===== config.mk =====
export PLATFORM = sky130hd
export DESIGN_NAME = br_wb_arbiter
export DESIGN_NICKNAME = d
export VERILOG_FILES = /design/src/rtl/br_wb_arbiter.sv
export SDC_FILE = /design/constraint.sdc
export NUM_CORES = 1
export LEC_CHECK = 0
export ABC_AREA = 0
export CORE_MARGIN = 2
export CORE_UTILIZATION = 48
export CTS_CLUSTER_SIZE = 28
export DETAILED_ROUTE_END_ITERATION = 16
export DONT_BUFFER_PORTS = 1
export GPL_ROUTABILITY_DRIVEN = 1
export PLACE_DENSITY = 0.61
export SYNTH_ARGS = -nofsm -noshare
export SYNTH_HDL_FRONTEND = slang
export SYNTH_SLANG_ARGS = --single-unit

===== constraint.sdc =====
create_clock -name clk -period 2.02 [get_ports clk]
set_input_delay 0.202 -clock clk [delete_from_list [all_inputs] [get_ports clk]]
set_output_delay 0.202 -clock clk [all_outputs]
set_load 0.01 [all_outputs]

===== src/rtl/br_wb_arbiter.sv =====
// Writeback arbiter: ALU and load results share the register bank write port.
// Optional busy scoreboard enabled by defining BR_WB_SCOREBOARD_EN.
module br_wb_arbiter #(
  parameter int DW    = 32,
  parameter int AW    = 5,
  parameter int CNT_W = 16
) (
  input  logic             clk,
  input  logic             rst_n,
  input  logic             alu_valid,
  output logic             alu_ready,
  input  logic [AW-1:0]    alu_rd,
  input  logic [DW-1:0]    alu_data,
  input  logic             mem_valid,
  output logic             mem_ready,
  input  logic [AW-1:0]    mem_rd,
  input  logic [DW-1:0]    mem_data,
  output logic             br_we,
  output logic [AW-1:0]    br_a3,
  output logic [DW-1:0]    br_wd3,
  output logic [CNT_W-1:0] conflict_cnt,
  input  logic             iss_valid,
  input  logic [AW-1:0]    iss_rd,
  input  logic [AW-1:0]    q_a1,
  input  logic [AW-1:0]    q_a2,
  output logic             busy1,
  output logic             busy2
);

  typedef enum logic {
    GR_ALU = 1'b0,
    GR_MEM = 1'b1
  } grant_e;

  grant_e          last_q;
  logic            gnt_alu;
  logic            gnt_mem;
  logic            xfer;
  logic [AW-1:0]   w_rd;
  logic [DW-1:0]   w_data;
  logic            w_en;

  always_comb begin
    gnt_alu = 1'b0;
    gnt_mem = 1'b0;
    unique case (1'b1)
      (alu_valid & ~mem_valid): gnt_alu = 1'b1;
      (~alu_valid & mem_valid): gnt_mem = 1'b1;
      (alu_valid & mem_valid): begin
        gnt_alu = (last_q == GR_MEM);
        gnt_mem = (last_q == GR_ALU);
      end
      default: ;
    endcase
  end

  // Ready is forced low while reset is held.
  assign alu_ready = gnt_alu & rst_n;
  assign mem_ready = gnt_mem & rst_n;
  assign xfer      = alu_ready | mem_ready;
  assign w_rd      = alu_ready ? alu_rd : mem_rd;
  assign w_data    = alu_ready ? alu_data : mem_data;
  assign w_en      = xfer && (w_rd != '0);

  always_ff @(posedge clk or negedge rst_n) begin
    if (!rst_n) begin
      last_q       <= GR_MEM;
      br_we        <= 1'b0;
      br_a3        <= '0;
      br_wd3       <= '0;
      conflict_cnt <= '0;
    end else begin
      if (xfer) begin
        last_q <= alu_ready ? GR_ALU : GR_MEM;
      end
      br_we <= w_en;
      if (w_en) begin
        br_a3  <= w_rd;
        br_wd3 <= w_data;
      end
      if (alu_valid && mem_valid && (conflict_cnt != '1)) begin
        conflict_cnt <= conflict_cnt + 1'b1;
      end
    end
  end

`ifdef BR_WB_SCOREBOARD_EN
  localparam int NR = 2 ** AW;

  logic [NR-1:0] busy_q;
  logic [NR-1:0] set_v;
  logic [NR-1:0] clr_v;

  always_comb begin
    set_v = '0;
    clr_v = '0;
    if (iss_valid && (iss_rd != '0)) begin
      set_v[iss_rd] = 1'b1;
    end
    if (w_en) begin
      clr_v[w_rd] = 1'b1;
    end
  end

  // Set after clear: a re-issue in the retire cycle keeps the reg pending.
  always_ff @(posedge clk or negedge rst_n) begin
    if (!rst_n) begin
      busy_q <= '0;
    end else begin
      busy_q <= (busy_q & ~clr_v) | set_v;
    end
  end

  assign busy1 = busy_q[q_a1];
  assign busy2 = busy_q[q_a2];
`else
  logic unused_sb;
  assign unused_sb = ^{iss_valid, iss_rd, q_a1, q_a2};
  assign busy1     = 1'b0;
  assign busy2     = 1'b0;
`endif

endmodule

==> Implementation_results.wiki, run 1 <==
{| class="wikitable"
! Metric !! Value
|-
| CTS Root Cell || clkbuf_8
|-
| Leakage power figure || roughly 1.2 nW
|-
| Worst r2r src || conflict_cnt[0]
|-
| Routability cong. || 0.8420
|-
| Nature of the critical path startpoint || flip-flop
|-
| Num CTS Buffers || 5
|-
| Final HPWL DP || approximately 3700 um
|-
| Asr flop ratio synth || 100.0%
|-
| Detailed Route WL || roughly 5000 um
|-
| Max Transition Viols Final || 0
|-
| Die W || approximately 78 um
|-
| Top cell type by total area after synthesis || dfrtp_1
|-
| Final critical-path share of the clock period || between 80 and 90%
|-
| Launch point of the worst path || conflict_cnt[0]
|-
| TritonCTS clock tree || built
|-
| Final hold violations || 0
|-
| Slew at the pin closest to its max-slew limit || roughly 0.5 ns
|-
| Category of the worst setup path capture point || flip-flop
|-
| Buffer depth of the longest clock path || 2
|-
| Count of max-cap constraint violations || 0
|-
| Proportion of layout cells with a drive suffix above 1 || under 10%
|-
| Pin count of the biggest net entering global routing || 67
|-
| Number of antenna violations at the first check in global routing || 0
|-
| RSZ-0062 raised after global routing || false
|-
| Top cells by count, synth || dfrtp_1 (54), mux2i_1 (37), nor2_1 (37), a21oi_1 (35), xnor2_1 (11)
|-
| Overall die height || just under 80 um
|-
| Post-DP Area || between 0.002 and 0.003 mm^2
|-
| Sum of overflow across all layers after global routing || 0
|-
| DR vias || 1,829
|-
| Synthesized area per cell || about 11 um^2
|-
| Number of flops mapped to enable cells by yosys || 0
|-
| Warning count from the yosys run || 0
|-
| Violation count after the first detailed-route iteration || 67
|-
| Fmax || 552.8 MHz
|-
| Routed WL per cell || roughly 16 um
|-
| Netlist cell types || 36
|-
| Run status || finished clean
|-
| Length of the first detailed-routing pass in iterations || 4
|-
| Number of endpoints failing setup at the final stage || 0
|-
| Final min period || roughly 1.8 ns
|-
| Via-to-Cell Ratio || between 5 and 6
|-
| Most repeated cell in the gate-level netlist after synthesis || dfrtp_1
|-
| Clock network latency to the later pin of the worst-skew pair || roughly 0.3 ns
|-
| Setup bufs post-CTS || 0
|-
| Via count of the first global-routing pass || ~1,800
|-
| Number of top-level pins || around 150
|-
| Number of remaining DRC errors || 0
|-
| Required time of the worst setup path || 2.21 ns
|-
| Flops & latches, synth || 55
|-
| Synth top area cells || dfrtp_1 (51%), mux2i_1 (14%), a21oi_1 (6.6%)
|-
| Post-synthesis instance area || approximately 0.0026 mm^2
|-
| Number of standard-cell rows in the floorplan || 27
|-
| Inserted Diodes || 0
|-
| Maximum fanout encountered on the critical timing path || 3
|-
| H-tree level count || 2
|-
| Cells after Synth || 250
|-
| Die outline area || about 0.0061 mm^2
|-
| Final ANT Viol Nets || 0
|-
| Global Route Usage Sum || around 17%
|-
| Maximum vdd drop || approximately 0.58 mV
|-
| Final Skew || roughly 0.0077 ns
|-
| Sinks on Clock Net || 55
|-
| Syn-to-layout area delta || 8.270%
|-
| Quantity of hold-fixing buffers added after cts || 2
|-
| Final setup TNS || 0 ns
|-
| Main flop type after synthesis || dfrtp_1
|-
| Part of the Yosys area used for sequential elements || between 50% and 60%
|-
| Data arrival time at the worst-slack endpoint || ~2.0 ns
|-
| Initial core utilization || roughly half
|-
| Number of gates given a new drive strength after cts || 0
|-
| Design Area, Final || between 0.002 and 0.003 mm^2
|-
| Crit Path Category || flip-flop to flip-flop
|-
| Global-route wire length before repair || 8183 um
|-
| Fill cell instance count of the final layout || 498
|-
| Class of the tightest hold or removal check || input pin to flip-flop
|-
| Buffers on Ports || 0
|-
| Worst-case headroom to the max-slew limit || between 60% and 70%
|-
| Count of nets after finishing || between 300 and 400
|-
| Reg clk slew, reported paths || 0.09 ns
|-
| Footprint of the multi-input gates || between 0.001 and 0.0015 mm^2
|-
| Area share of the largest cell type after synthesis || 51.04%
|-
| Source of the worst hold timing path || mem_valid
|-
| Areal power density over the cells || 883.6 mW/mm^2
|-
| Storage element area || roughly 0.0014 mm^2
|-
| Core area || about 0.0054 mm^2
|}
stage by stage:
stage | setup WS, ns | cells | utilization, % | power [mW] | hold WS (ns)
finish | 0.2110 | 329 | 53.03 | 2.533 | 0.02573
global route | 0.06333 | 329 | 53.03 | 2.704 | 0.04962
CTS | 0.2059 | 329 | 53.03 | 2.589 | 0.01639
detailed placement | 0.2199 | 319 | 50.76 | 1.961 | -0.09274
global placement | 0.2731 | 319 | 50.76 | 1.941 | -0.09263
floorplan | 0.2626 | 251 | - | 1.816 | -0.09359
flip-flops by register name (all words and copies together), names as in the netlist:
signal and flops:
br_a3 5, br_wd3 32, br_we 1, conflict_cnt 16, last_q 1
critical path: stages (launching register included):
cell and delay (ns):
dfrtp_1 0.36, ha_1 0.17, nand3_1 0.13, or3_1 0.42, a31oi_1 0.31, nand4_1 0.16
xnor2_1 0.15
path summary, 6_finish.rpt:
kind	to	depth (start not counted)	slack [ns]
max	conflict_cnt[14]	6	0.21
min	last_q	2	0.03
max reg2reg	conflict_cnt[14]	6	0.21
min reg2reg	last_q	2	0.49
max in group asynchronous	last_q	2	1.31
min in group asynchronous	conflict_cnt[6]	2	0.43
logic make-up after synthesis:
family,share of synthesized area [%]
xor+xnor,4.631
fa+ha+maj,0.4725
flops,52.03
mux,14.84
compound gates,10.77
simple gates,12.38
other cells,0.1416
buf+inv,4.726
cell usage in the layout (no fill, tap or decap), drive strengths merged, types with 2 or more instances in the layout:
cell and n:
xor2 3, buf 11, o22ai 3, mux2 2
nor2 37, nand3 7, nand4 8, nor3 4
o21ai 2, clkbuf 6, xnor2 11, o2bb2ai 2
o221ai 2, o21a 2, nand2 8, or3 2
a21oi 35, inv 5, mux2i 37, dfrtp 54
conb 2
where the power goes:
part / switching [mW] / internal [mW] / total (mW)
clock: 0.334 / 0.243 / 0.577
sequential: 0.193 / 1.27 / 1.47
combinational: 0.259 / 0.229 / 0.488
per-layer routing:
metal	up-vias	wire (um)	global-route usage (%)
met1	853	1942	18.60
met4	0	59	5.088
li1	893	-	-
met3	6	469	6.437
met5	-	0	0
met2	77	2666	29.91
area by class of cell:
type                       instances  area share (%)
tap                               72           3.143
clock buffer                       6           2.532
inverter                           5          0.6547
clock inverter                     2          0.4365
sequential                        55           48.06
timing repair buffer              12           4.801
multi-input combinational        177           40.38
Power figures use the tool's default switching activity.
==> inputs of run 2 (changes only) <==
- clock period: 2.02 -> 2 ns (I/O delays scaled with it)
==> run 2 against run 1 <==
  * Critical path depth stayed put
  * Clock power rose by 8.3%
  * Critical path type unchanged
  * Maximum frequency rose by 1.8%
  * Sequential power is essentially flat
  * Clock-buffer cell count up 1
==> Implementation_results.wiki, run 2 (same netlist as run 1, synthesis figures left out) <==
{| class="wikitable"
! Metric !! Value
|-
| Routability cong. || 0.8388 (-0.38%)
|-
| Largest registers || br_wd3 (32), conflict_cnt (16), br_a3 (5)
|-
| Highest-count cells in the layout ignoring fill and taps || dfrtp_1 (54), nor2_1 (37), mux2i_1 (37), a21oi_1 (35), xnor2_1 (11)
|-
| H-tree level count || 2 (unchanged)
|-
| Final min period || 1.777 ns (-0.03199 ns)
|-
| Syn-to-layout area delta || 8.932%
|-
| Largest register by flop count || br_wd3
|-
| Initial core utilization || 48.98% (unchanged)
|-
| Final critical-path share of the clock period || 88.85% (-0.70 points)
|-
| Count of max-cap constraint violations || 0 (unchanged)
|-
| Number of top-level pins || 152 (unchanged)
|-
| Reg clk slew, reported paths || 0.10 ns (about the same)
|-
| Worst Reg-to-Reg Cells || 6 (unchanged)
|-
| Final HPWL DP || 3626 um (-2.3%)
|-
| Category of the worst setup path capture point || flip-flop
|-
| Reg-to-reg setup timing slack || 0.22 ns (about the same)
|-
| Number of standard-cell rows in the floorplan || 27 (unchanged)
|-
| Pin count of the biggest net entering global routing || 67 (unchanged)
|-
| Data arrival time at the worst-slack endpoint || 1.97 ns (-0.03 ns)
|-
| Global-route wire length before repair || 8045 um (-1.7%)
|-
| Setup slack after layout || 0.2230 ns (+0.01199 ns)
|-
| Post-DP Area || 0.002751 mm^2 (+0.27%)
|-
| Slew at the pin closest to its max-slew limit || 0.5614 ns (+0.04956 ns)
|-
| Inserted Diodes || 0 (unchanged)
|-
| Final Skew || 0.009831 ns (+0.002104 ns)
|-
| Proportion of layout cells with a drive suffix above 1 || 9.690% (+0.35 points)
|-
| Count of nets after finishing || 352 (+0.28%)
|-
| Cell with the largest stage delay on the worst path || or3_1
|-
| Clk network pwr share || 24.0% (+1.2 points)
|-
| Number of gates given a new drive strength after cts || 0 (unchanged)
|-
| Final ANT Viol Nets || 0 (unchanged)
|-
| Most common library cell in the layout ignoring fill and taps || dfrtp_1
|-
| Max incr delay on CP || 0.43 ns (about the same)
|-
| Hold Path Depth || 2 (unchanged)
|-
| Fmax || 562.7 MHz (+1.8%)
|-
| Leakage power figure || 1.178 nW (+1.0%)
|-
| Routed WL per cell || 14.99 um (-4.0%)
|-
| Logic gate share of total power || 19.8% (+0.5 points)
|-
| Num CTS Buffers || 5 (unchanged)
|-
| Run status || finished clean
|-
| Final hold violations || 0 (unchanged)
|-
| Crit Path Category || flip-flop to flip-flop
|-
| Global Route Usage Sum || 16.45% (-0.36 points)
|-
| Buffer depth of the longest clock path || 2 (unchanged)
|-
| Areal power density over the cells || 905.5 mW/mm^2 (+2.5%)
|-
| Worst-case headroom to the max-slew limit || 62.32% (-3.3 points)
|-
| Die outline area || 0.006125 mm^2 (unchanged)
|-
| Worst r2r src || conflict_cnt[0]
|-
| Core area || 0.005405 mm^2 (unchanged)
|-
| RSZ-0062 raised after global routing || false
|-
| Design Area, Final || 0.002884 mm^2 (+0.61%)
|-
| Sum of overflow across all layers after global routing || 0 (unchanged)
|-
| Via-to-Cell Ratio || 5.612 (+0.95%)
|-
| Switching component of the power || 795.7 uW (+1.2%)
|-
| Number of remaining DRC errors || 0 (unchanged)
|-
| CTS Root Cell || clkbuf_8
|-
| Final standard cell utilization of the core || 53.36% (+0.32 points)
|-
| Fill cell instance count of the final layout || 493 (-1.0%)
|-
| Maximum fanout encountered on the critical timing path || 3 (unchanged)
|-
| Maximum vdd drop || 0.5885 mV (+1.2%)
|-
| Fraction of power spent switching nets || 30.47% (-0.59 points)
|-
| DR vias || 1,852 (+1.3%)
|-
| Clock network latency to the later pin of the worst-skew pair || 0.30 ns (about the same)
|-
| Number of endpoints failing setup at the final stage || 0 (unchanged)
|-
| Sequential share of power || 56.2% (-1.8 points)
|-
| Hold Worst Slack || 0.03522 ns (+0.009486 ns)
|-
| TritonCTS clock tree || built
|-
| Source of the worst hold timing path || mem_valid
|-
| Length of the first detailed-routing pass in iterations || 4 (unchanged)
|-
| Sinks on Clock Net || 55 (unchanged)
|-
| Max reg flops || 32 (unchanged)
|-
| Die W || 78.27 um (unchanged)
|-
| Violation count after the first detailed-route iteration || 76 (+13%)
|-
| Via count of the first global-routing pass || 1,837 (+0.33%)
|-
| Number of antenna violations at the first check in global routing || 0 (unchanged)
|-
| Hold path endpoint || last_q
|-
| Final setup TNS || 0 ns (unchanged)
|-
| Detailed Route WL || 4946 um (-3.7%)
|-
| Cell internal power dissipation || 1.816 mW (+4.0%)
|-
| FF-to-FF End || conflict_cnt[14]
|-
| Crit path cell chain || ha_1 -> nand3_1 -> or3_1 -> a31oi_1 -> nand4_1 -> xnor2_1
|-
| Class of the tightest hold or removal check || input pin to flip-flop
|-
| Required time of the worst setup path || 2.19 ns (-0.02 ns)
|-
| Buffers on Ports || 0 (unchanged)
|-
| Placement-stage worst setup slack || 0.2299 ns (+0.009999 ns)
|-
| Overall die height || 78.27 um (unchanged)
|-
| Max Transition Viols Final || 0 (unchanged)
|-
| Nature of the critical path startpoint || flip-flop
|}
[run 2: cell count changes in the layout (fill, tap and decap cells not counted)]
cell | before | now
buf_4 | 8 | 9
clkbuf_8 | 5 | 6
clkinv_2 | 1 | 0
clkinv_4 | 0 | 1
clkinvlp_4 | 1 | 0
[run 2: worst max-delay path by stage]
stage / startpoint / endpoint / cells after the start
after floorplan: conflict_cnt[0] / conflict_cnt[14] / 6
after global placement: conflict_cnt[0] / conflict_cnt[14] / 6
after detailed placement: conflict_cnt[1] / conflict_cnt[14] / 6
after CTS: conflict_cnt[1] / conflict_cnt[14] / 6
after global routing: conflict_cnt[0] / conflict_cnt[14] / 6
final: conflict_cnt[0] / conflict_cnt[14] / 6
[run 2: area by class of cell]
cell class / instances / area [um^2] / share of cell area (%)
clock buffer: 7 / 86.33 / 2.993
clock inverter: 1 / 8.758 / 0.3037
inverter: 5 / 18.77 / 0.6508
multi-input combinational: 177 / 1157 / 40.13
sequential: 55 / 1378 / 47.77
tap: 72 / 90.09 / 3.124
timing repair buffer: 13 / 145.1 / 5.033
[run 2: power by group through the flow]
stage                     logic [mW]  registers, mW  clock network, mW
after floorplan                0.313           1.52                  0
after global placement         0.486           1.49                  0
after detailed placement       0.502           1.49                  0
after CTS                      0.532           1.47              0.653
after global routing           0.590           1.49              0.691
final                          0.518           1.47              0.625
[run 2: timing repair]
item	in CTS	in global routing
buffers inserted	0	0
hold buffers	2	0
endpoints found under the hold margin	55	0
[run 2: through the flow]
stage                     std cells  power, mW
final                           330      2.611
after global routing            330      2.774
after global placement          320      1.977
after detailed placement        320      1.996
after CTS                       330      2.658
after floorplan                 251      1.834
[run 2: worst max-delay path: cells and delay by family, from the launching register on]
kind                       cells  cell delay [ns]
xor gates and xnor gates       1             0.15
AOI/OAI and AO/OA              1             0.28
and+or+nand+nor                3             0.71
DFF                            1             0.36
adders and majority gates      1             0.17
[run 2: metal layers]
metal	GRT usage, %	vias up	wire (um)
met5	0	-	0
met1	18.72	871	1973
li1	-	895	-
met2	28.88	78	2453
met4	6.667	0	78
met3	4.943	8	440
==> inputs of run 3 (changes only) <==
- clock period: 2 -> 1.9 ns (I/O delays scaled with it)
==> run 3 against run 2 <==
  * Sequential cell count unchanged
  * Worst hold slack got worse by 0.020 ns
  * Die area unchanged
  * Register-to-register slack got worse by 0.06 ns
  * Sequential share of layout area decreased by 0.41 points
  * Worst setup slack got worse by 0.060 ns
  * Clock power about the same
  * Via count decreased by 0.65%
==> Implementation_results.wiki, run 3 (same netlist as run 1, synthesis figures left out) <==
{| class="wikitable"
! Metric !! Value
|-
| RSZ-0062 raised after global routing || false
|-
| Cell internal power dissipation || 1.878 mW (+3.4%)
|-
| Initial core utilization || 48.98% (unchanged)
|-
| Final ANT Viol Nets || 0 (unchanged)
|-
| Number of top-level pins || 152 (unchanged)
|-
| Inserted Diodes || 0 (unchanged)
|-
| Class of the tightest hold or removal check || input pin to flip-flop
|-
| Final Skew || 0.006331 ns (-0.003501 ns)
|-
| Logic gate share of total power || 20.5% (+0.7 points)
|-
| Areal power density over the cells || 940.2 mW/mm^2 (+3.8%)
|-
| Routability cong. || 0.8532 (+1.7%)
|-
| Fraction of power spent switching nets || 31.36% (+0.89 points)
|-
| Die outline area || 0.006125 mm^2 (unchanged)
|-
| Length of the first detailed-routing pass in iterations || 4 (unchanged)
|-
| Die W || 78.27 um (unchanged)
|-
| Slew at the pin closest to its max-slew limit || 0.5095 ns (-0.05196 ns)
|-
| Switching component of the power || 857.7 uW (+7.8%)
|-
| Largest register by flop count || br_wd3
|-
| Most common library cell in the layout ignoring fill and taps || dfrtp_1
|-
| Highest-count cells in the layout ignoring fill and taps || dfrtp_1 (54), nor2_1 (37), mux2i_1 (37), a21oi_1 (35), buf_4 (13)
|-
| Overall die height || 78.27 um (unchanged)
|-
| Final HPWL DP || 3911 um (+7.9%)
|-
| Most common cell type on the critical path || nand3_1
|-
| Clk network pwr share || 22.9% (-1.1 points)
|-
| Num CTS Buffers || 5 (unchanged)
|-
| Total power after layout || 2.735 mW (+4.7%)
|-
| H-tree level count || 2 (unchanged)
|-
| Nature of the critical path startpoint || flip-flop
|-
| Number of remaining DRC errors || 0 (unchanged)
|-
| Number of standard-cell rows in the floorplan || 27 (unchanged)
|-
| Max Transition Viols Final || 0 (unchanged)
|-
| Count of max-cap constraint violations || 0 (unchanged)
|-
| Final setup TNS || 0 ns (unchanged)
|-
| TritonCTS clock tree || built
|-
| Design Area, Final || 0.002909 mm^2 (+0.87%)
|-
| Core area || 0.005405 mm^2 (unchanged)
|-
| Buffer depth of the longest clock path || 2 (unchanged)
|-
| Sum of overflow across all layers after global routing || 0 (unchanged)
|-
| Sinks on Clock Net || 55 (unchanged)
|-
| Maximum vdd drop || 0.8102 mV (+38%)
|-
| Detailed Route WL || 5358 um (+8.3%)
|-
| Via count of the first global-routing pass || 1,910 (+4.0%)
|-
| Largest registers || br_wd3 (32), conflict_cnt (16), br_a3 (5)
|-
| Max incr delay on CP || 0.53 ns (+0.10 ns)
|-
| Violation count after the first detailed-route iteration || 40 (-47%)
|-
| Routed WL per cell || 16.04 um (+7.0%)
|-
| Global Route Usage Sum || 17.69% (+1.2 points)
|-
| Sequential share of power || 56.6% (+0.4 points)
|-
| Number of endpoints failing setup at the final stage || 0 (unchanged)
|-
| Cell with the largest stage delay on the worst path || or4_1
|-
| Global-route wire length before repair || 8438 um (+4.9%)
|-
| Buffers on Ports || 0 (unchanged)
|-
| Crit path cell chain || nand3_1 -> or4_1 -> nor2_1 -> nand3_1 -> xnor2_1
|-
| Count of nets after finishing || 356 (+1.1%)
|-
| Fmax || 575.7 MHz (+2.3%)
|-
| Final min period || 1.737 ns (-0.04010 ns)
|-
| Required time of the worst setup path || 2.09 ns (-0.10 ns)
|-
| Final hold violations || 0 (unchanged)
|-
| Max reg flops || 32 (unchanged)
|-
| Run status || finished clean
|-
| CTS Root Cell || clkbuf_8
|-
| Category of the worst setup path capture point || flip-flop
|-
| DR vias || 1,840 (-0.65%)
|-
| Clock network latency to the later pin of the worst-skew pair || 0.30 ns (about the same)
|-
| Pin count of the biggest net entering global routing || 65 (-3.0%)
|-
| Crit Path Category || flip-flop to flip-flop
|-
| Proportion of layout cells with a drive suffix above 1 || 11.07% (+1.4 points)
|-
| Final critical-path share of the clock period || 91.42% (+2.6 points)
|-
| Via-to-Cell Ratio || 5.509 (-1.8%)
|-
| Leakage power figure || 1.190 nW (+1.0%)
|-
| Post-DP Area || 0.002781 mm^2 (+1.1%)
|-
| Maximum fanout encountered on the critical timing path || 6 (+3)
|-
| Worst-case headroom to the max-slew limit || 65.81% (+3.5 points)
|-
| Data arrival time at the worst-slack endpoint || 1.93 ns (-0.04 ns)
|-
| Number of antenna violations at the first check in global routing || 0 (unchanged)
|-
| Reg clk slew, reported paths || 0.10 ns (about the same)
|-
| Syn-to-layout area delta || 9.877%
|}
==> run 3: cell count changes in the layout (fill, tap and decap cells not counted), sizes merged <==
cell,previous run,this run
clkinv,1,0
clkinvlp,0,1
buf,12,16
==> run 3: stage by stage <==
step | instances | worst slack (ns) | hold slack (ns) | util [%]
2_1_floorplan | 251 | 0.1426 | -0.1056 | -
3_3_place_gp | 324 | 0.1563 | -0.1046 | 51.46
3_5_place_dp | 324 | 0.1138 | -0.1047 | 51.46
4_1_cts | 334 | 0.09463 | 0.005164 | 53.70
5_1_grt | 334 | 0.04711 | 0.02804 | 53.82
6_report | 334 | 0.1631 | 0.01542 | 53.82
==> run 3: timing repair <==
item,4_1_cts,5_1_grt
resized for setup,0,1
endpoints found under the setup margin,0,2
setup buffers,0,0
endpoints found under the hold margin,55,0
hold buffers,2,0
==> run 3: per-layer routing <==
metal  share of wire, %  track usage, %
met5                  0               0
met1                 38           19.63
met4               0.99           7.193
met2                 52           30.95
met3                8.5           6.207
==> run 3: final timing paths <==
path / cells after the start / endpoint / startpoint / slack [ns]
max: 5 / conflict_cnt[15] / conflict_cnt[8] / 0.16
max reg2reg: 5 / conflict_cnt[15] / conflict_cnt[8] / 0.16
min in group asynchronous: 2 / conflict_cnt[13] / rst_n / 0.41
max in group asynchronous: 2 / last_q / rst_n / 1.22
min reg2reg: 2 / last_q / last_q / 0.50
min: 2 / last_q / mem_valid / 0.02
==> run 3: worst max-delay path: cells and delay by family (launching register included) <==
kind	cells	cell delay (ns)
and+or+nand+nor	4	1.00
DFF	1	0.49
xor gates and xnor gates	1	0.14
==> run 3: power groups by stage <==
stage	Clock [mW]	Sequential [mW]	Combinational [mW]
after CTS	0.665	1.55	0.572
after global placement	0	1.57	0.516
final	0.625	1.55	0.561
after global routing	0.710	1.57	0.633
after floorplan	0	1.60	0.330
after detailed placement	0	1.58	0.539
==> run 3: final cells by class <==
cell class | count | area, um^2
Clock inverter | 1 | 7.507
Timing Repair Buffer | 17 | 175.2
Inverter | 5 | 18.77
Tap cell | 72 | 90.09
Sequential cell | 55 | 1378
Multi-Input combinational cell | 177 | 1164
Fill cell | 489 | 2496
Clock buffer | 7 | 76.32
